[src/rtl/mips_multicycle_ctrl.sv]
// ============================================================================
// Module      : mips_multicycle_ctrl
// Description : Control FSM for a multicycle MIPS subset (lw, sw, R-type, beq, addi, j).
// Revision    : 1.0 - initial release
// ============================================================================
`default_nettype none
`timescale 1ns/1ps

module mips_multicycle_ctrl (
    input  logic       clk,
    input  logic       reset_n,
    input  logic [5:0] opcode,
    input  logic [5:0] funct,
    input  logic       zero,
    input  logic       mem_ready,
    output logic       IorD,
    output logic       MemWrite,
    output logic       IRWrite,
    output logic       RegDst,
    output logic       MemtoReg,
    output logic       RegWrite,
    output logic       ALUSrcA,
    output logic [1:0] ALUSrcB,
    output logic [2:0] ALUControl,
    output logic [1:0] PCSrc,
    output logic       PCEn,
    output logic       retire,
    output logic       illegal_op,
    output logic [3:0] state
);

    typedef enum logic [3:0] {
        S_FETCH    = 4'd0,  S_DECODE  = 4'd1,  S_MEMADR = 4'd2,  S_MEMREAD = 4'd3,
        S_MEMWB    = 4'd4,  S_MEMWRITE = 4'd5, S_EXECUTE = 4'd6, S_ALUWB  = 4'd7,
        S_BRANCH   = 4'd8,  S_ADDIEX  = 4'd9,  S_ADDIWB = 4'd10, S_JUMP    = 4'd11
    } state_e;

    localparam logic [5:0] c_OP_RTYPE = 6'b000000;
    localparam logic [5:0] c_OP_LW    = 6'b100011;
    localparam logic [5:0] c_OP_SW    = 6'b101011;
    localparam logic [5:0] c_OP_BEQ   = 6'b000100;
    localparam logic [5:0] c_OP_ADDI  = 6'b001000;
    localparam logic [5:0] c_OP_J     = 6'b000010;

    // Raw vector (not the enum type) so the unused encodings 12-15 stay representable
    logic [3:0] r_state;
    logic       w_funct_ok;
    logic [2:0] w_rtype_alu;
    logic       w_op_legal;

    always_comb begin
        w_funct_ok  = 1'b1;
        w_rtype_alu = 3'b010;
        case (funct)
            6'b100000: w_rtype_alu = 3'b010;
            6'b100010: w_rtype_alu = 3'b110;
            6'b100100: w_rtype_alu = 3'b000;
            6'b100101: w_rtype_alu = 3'b001;
            6'b101010: w_rtype_alu = 3'b111;
            default:   w_funct_ok  = 1'b0;
        endcase
    end

    always_comb begin
        case (opcode)
            c_OP_LW, c_OP_SW, c_OP_BEQ, c_OP_ADDI, c_OP_J: w_op_legal = 1'b1;
            c_OP_RTYPE: w_op_legal = w_funct_ok;
            default:    w_op_legal = 1'b0;
        endcase
    end

    always_ff @(posedge clk) begin
        if (reset_n) begin
            r_state <= S_FETCH;
        end else begin
            case (r_state)
                S_FETCH:    if (mem_ready) r_state <= S_DECODE;
                S_DECODE: begin
                    case (opcode)
                        c_OP_LW, c_OP_SW: r_state <= S_MEMADR;
                        c_OP_RTYPE:       r_state <= w_funct_ok ? S_EXECUTE : S_FETCH;
                        c_OP_BEQ:         r_state <= S_BRANCH;
                        c_OP_ADDI:        r_state <= S_ADDIEX;
                        c_OP_J:           r_state <= S_JUMP;
                        default:          r_state <= S_FETCH;
                    endcase
                end
                S_MEMADR:   r_state <= (opcode == c_OP_SW) ? S_MEMWRITE : S_MEMREAD;
                S_MEMREAD:  if (mem_ready) r_state <= S_MEMWB;
                S_MEMWRITE: if (mem_ready) r_state <= S_FETCH;
                S_EXECUTE:  r_state <= S_ALUWB;
                S_ADDIEX:   r_state <= S_ADDIWB;
                default:    r_state <= S_FETCH;
            endcase
        end
    end

    // Reset overrides the decode so nothing is written or retired during reset
    always_comb begin
        IorD       = 1'b0;
        MemWrite   = 1'b0;
        IRWrite    = 1'b0;
        RegDst     = 1'b0;
        MemtoReg   = 1'b0;
        RegWrite   = 1'b0;
        ALUSrcA    = 1'b0;
        ALUSrcB    = 2'b00;
        ALUControl = 3'b000;
        PCSrc      = 2'b00;
        PCEn       = 1'b0;
        retire     = 1'b0;
        illegal_op = 1'b0;
        if (reset_n) begin
            ALUSrcB    = 2'b01;
            ALUControl = 3'b010;
        end else begin
            case (r_state)
                S_FETCH: begin
                    ALUSrcB    = 2'b01;
                    ALUControl = 3'b010;
                    IRWrite    = mem_ready;
                    PCEn       = mem_ready;
                end
                S_DECODE: begin
                    ALUSrcB    = 2'b11;
                    ALUControl = 3'b010;
                    illegal_op = ~w_op_legal;
                end
                S_MEMADR: begin
                    ALUSrcA    = 1'b1;
                    ALUSrcB    = 2'b10;
                    ALUControl = 3'b010;
                end
                S_MEMREAD:  IorD = 1'b1;
                S_MEMWB: begin
                    MemtoReg = 1'b1;
                    RegWrite = 1'b1;
                    retire   = 1'b1;
                end
                S_MEMWRITE: begin
                    IorD     = 1'b1;
                    MemWrite = 1'b1;
                    retire   = mem_ready;
                end
                S_EXECUTE: begin
                    ALUSrcA    = 1'b1;
                    ALUControl = w_rtype_alu;
                end
                S_ALUWB: begin
                    RegDst   = 1'b1;
                    RegWrite = 1'b1;
                    retire   = 1'b1;
                end
                S_BRANCH: begin
                    ALUSrcA    = 1'b1;
                    ALUControl = 3'b110;
                    PCSrc      = 2'b01;
                    PCEn       = zero;
                    retire     = 1'b1;
                end
                S_ADDIEX: begin
                    ALUSrcA    = 1'b1;
                    ALUSrcB    = 2'b10;
                    ALUControl = 3'b010;
                end
                S_ADDIWB: begin
                    RegWrite = 1'b1;
                    retire   = 1'b1;
                end
                S_JUMP: begin
                    PCSrc  = 2'b10;
                    PCEn   = 1'b1;
                    retire = 1'b1;
                end
                default: ;
            endcase
        end
    end

    assign state = r_state;

endmodule

`default_nettype wire

[config.mk]
export PLATFORM = sky130hd
export DESIGN_NAME = mips_multicycle_ctrl
export DESIGN_NICKNAME = d
export VERILOG_FILES = /design/src/rtl/mips_multicycle_ctrl.sv
export SDC_FILE = /design/constraint.sdc
export NUM_CORES = 1
export LEC_CHECK = 0
export BUFFER_PORTS_ARGS = -buffer_cell sky130_fd_sc_hd__clkbuf_2
export CORE_MARGIN = 5
export CORE_UTILIZATION = 42
export CTS_BUF_LIST = sky130_fd_sc_hd__clkbuf_4
export DETAILED_ROUTE_END_ITERATION = 8
export PLACE_DENSITY = 0.73
export SLEW_MARGIN = 20
export SYNTH_ARGS = -nofsm -noshare
export SYNTH_HDL_FRONTEND = slang
export SYNTH_SLANG_ARGS = --single-unit
export TNS_END_PERCENT = 100
[constraint.sdc]
create_clock -name clk -period 1.2 [get_ports clk]
set_input_delay 0.24 -clock clk [delete_from_list [all_inputs] [get_ports clk]]
set_output_delay 0.24 -clock clk [all_outputs]
set_load 0.1 [all_outputs]
==> impl_results.md, run 1 <==
- Synth top cells by count: nor2_1, nand2_1, nor3_1
- Post-Synthesis Cells: between 100 and 150
- # rows: 15
- Die Y: 51.8 µm
- Synth async-reset ratio: 0
- Mapped cell area: 734 µm²
- Synthesis warning total: 0
- Netlist cell types: 49
- Post-synth net total: 119
- Area leader, netlist: dfxtp_1
- Post-synth top flop: dfxtp_1
- Synth top area share: 0.109
- Die span in x: 51.8 µm
- Top-count cell post-synth: nor2_1
- Mean post-synth cell area: 7.13 µm²
- Error: [ERROR DPL-0038] Utilization greater than 100%, impossible to legalize
- Initial Util: 0.435
- I/O pins: 37
- Port Buffers: 36
- Exit stage: 3_5_place_dp
- Run status: did not finish
- FF+latch count, synth: 4
- RePlAce Congestion: 0.915
- Sequential fraction of the synthesis area: 0.109
- Main area contributors after synthesis: dfxtp_1, nor2_1, buf_6
- Number of flops mapped to enable cells by yosys: 0
-- kinds of logic after synthesis --
family	share of synthesized area
AOI/OAI and AO/OA	0.261
xor gates and xnor gates	0.0358
buffers and inverters	0.116
DFF	0.109
muxes	0.0273
and+or+nand+nor	0.451
-- metrics by stage --
step           instances  TNS (ps)  hold slack (ps)
2_1_floorplan        103    -12430              392
3_3_place_gp         191     -5240              520
==> inputs of run 2 (changes only) <==
- CORE_AREA: not set -> 5 5 66 68
- CORE_MARGIN: 5 -> not set
- CORE_UTILIZATION: 42 -> not set
- CTS_BUF_LIST: sky130_fd_sc_hd__clkbuf_4 -> not set
- DIE_AREA: not set -> 0 0 71 73
- PLACE_DENSITY: 0.73 -> not set
- PLACE_DENSITY_LB_ADDON: not set -> 0.15
- clock period: 1.2 -> 1.6 ns (I/O delays scaled with it)
==> run 2 against run 1 <==
Net effect:
- the flow now finishes, with violations (negative setup slack)
- synthesized cell count is the same
- area after synthesis unchanged
==> impl_results.md, run 2 <==
- Core area: 3800 µm²
- Mean post-synth cell area: 7.13 µm²
- Post-synth top flop: dfxtp_1
- Later-pin clock latency in the skew report: 220 ps
- Most frequent cells in the layout: buf_4, buf_12, clkbuf_2, buf_6
- Largest net degree at the start of global routing: 9
- Critical path class: reg -> out
- Crit-path max FO: 4
- Hold Fails Final Rpt: 0
- Final period util: 1.17
- First-pass DRT Iterations: 4
- Vias after detailed routing: approximately 1100
- Final Critical Period: 1870 ps
- VDD IR max: approximately 0.00046 V
- Most common cell after layout, fill and taps aside: buf_4
- Synth top area share: 0.109
- Max-slew violation count: 0
- Min-Delay Path Class: in -> reg
- Pleak: 0.000770 µW
- Logic pwr share: 0.478
- CP endpoint kind: output pin
- Worst-path clk slew: about 30 ps
- First-pass GRT wire length: 5120 µm
- Main area contributors after synthesis: dfxtp_1, nor2_1, buf_6
- Area leader, netlist: dfxtp_1
- Clock Path Buffers: 2
- Worst Tran Pin Value: 296 ps
- Filler cells: around 350
- Share of cells above drive strength 1: 0.736
- Max cap viols: 0
- PD cells: 308 nW/µm²
- Cts bufs inserted: 3
- Top-count cell post-synth: nor2_1
- Clk pwr share: 0.349
- Flop pwr share: 0.172
- Nets: 196
- Maximum clock rate: 534 MHz
- Final wirelength: between 3000 and 4000 µm
- Antenna violations before repair: 0
- Port Buffers: 36
- Final setup margin: -274 ps
- Initial Util: 0.193
- DR iter-0 viols: 30
- FF+latch count, synth: 4
- Mapped cell area: roughly 730 µm²
- Die Y: roughly 73 µm
- Number of flops mapped to enable cells by yosys: 0
- CTS sink count: 4
- Wire length per cell: 13.6 µm
- Vias in the first global route: 1109
- Die span in x: roughly 71 µm
- Sequential fraction of the synthesis area: 0.109
- Total track usage: 0.122
- Critical path arrival: 1550 ps
- RSZ-0062 raised after global routing: yes
- Root Driver: clkbuf_8
- Die area: 5180 µm²
- Failing checks: negative setup slack
- Fin util: 0.512
- Synthesis warning total: 0
- Synth async-reset ratio: 0
- Largest register FFs: 4
- Switching power: 218 µW
- Netlist cell types: 49
- Hpwl dp: ~2500 µm
- # rows: 23
- Post-synth net total: approximately 120
- Net Sw Frac: 0.364
- CP Data Required Time: 1280 ps
- Synth top cells by count: nor2_1, nand2_1, nor3_1
- Area added between synthesis and finish: 165%
- I/O pins: 37
- Total congestion overflow: 0
- DRC viols: 0
- Fin Setup TNS: -1970 ps
- Number of H-tree levels: 1
- RePlAce Congestion: ~0.86
- CTS tree: built
- Pint: 381 µW
- Slew HR: 0.801
- DR vias/cell: 4.69
- Pre-CTS worst setup slack: -56.9 ps
- Run status: finished with violations
- Antenna diode count: 0
- Post-Synthesis Cells: a little over 100
- Remaining antenna violation count: 0
- Clock skew: 1.73 ps
- Flop2flop setup slack: 190 ps
- Post-CTS Hold Buffers: 0
- Final setup fails: 16
- Worst setup SP type: flop
-- run 2: cell counts after synthesis --
No cell type changed its count.
-- run 2: cell type report --
class	instances	area (µm²)	share of cell area
well taps	50	62.6	0.0322
repair buffers	80	862	0.443
multi-input cells	87	862	0.443
clock buffers	3	41.3	0.0212
inverters	4	21.3	0.0109
flip-flops and latches	4	95.1	0.0489
-- run 2: worst paths after layout --
| kind | cells after the start | startpoint | end |
|---|---|---|---|
| worst max-delay path | 6 | state[1] | retire |
| worst min-delay path | 4 | reset_n | state[1] |
| worst max register to register | 7 | state[1] | state[2] |
| worst min register to register | 3 | state[3] | state[1] |
-- run 2: power groups by stage --
| stage | combinational [µW] | clock [µW] | sequential, µW |
|---|---|---|---|
| global route | 305 | 228 | 104 |
| detailed placement | 265 | 0 | 103 |
| floorplan | 138 | 0 | 118 |
| CTS | 278 | 219 | 103 |
| finish | 287 | 209 | 103 |
| global placement | 263 | 0 | 103 |
-- run 2: per-layer routing --
metal	part of all wire	GRT usage
met2	0.51	0.210
met4	0.023	0.0501
met3	0.048	0.0262
met5	0	0
met1	0.42	0.148
-- run 2: cells by family after synthesis --
group                  Yosys count  share of synthesized area
flip-flops                       4                      0.109
buffers and inverters           12                      0.116
AND/OR/NAND/NOR                 56                      0.451
multiplexers                     2                     0.0273
XOR/XNOR                         3                     0.0358
AO/OA/AOI/OAI                   26                      0.261
-- run 2: critical path, stage by stage, from the launching register on --
cell,delay [ps]
dfxtp_4,350
buf_6,110
and2b_2,230
nor2_2,120
nor2_2,60
nor4_4,260
buf_12,210
-- run 2: repair_timing --
item,4_1_cts,5_1_grt
endpoints found under the setup margin,17,17
endpoints found under the hold margin,0,0
pin swaps,13,11
setup buffers,7,6
gates resized for setup,23,16
-- run 2: through the flow --
| step | instance area, µm² | hold slack, ps | total power (µW) | std cells |
|---|---|---|---|---|
| 6_report | 1940 | 540 | 599 | 228 |
| 5_1_grt | 1940 | 568 | 638 | 228 |
| 4_1_cts | 1840 | 516 | 599 | 224 |
| 3_5_place_dp | 1650 | 656 | 368 | 214 |
| 3_3_place_gp | 1650 | 663 | 366 | 214 |
| 2_1_floorplan | 977 | 472 | 256 | 103 |
Note: power is estimated with default switching activity, not from simulation.
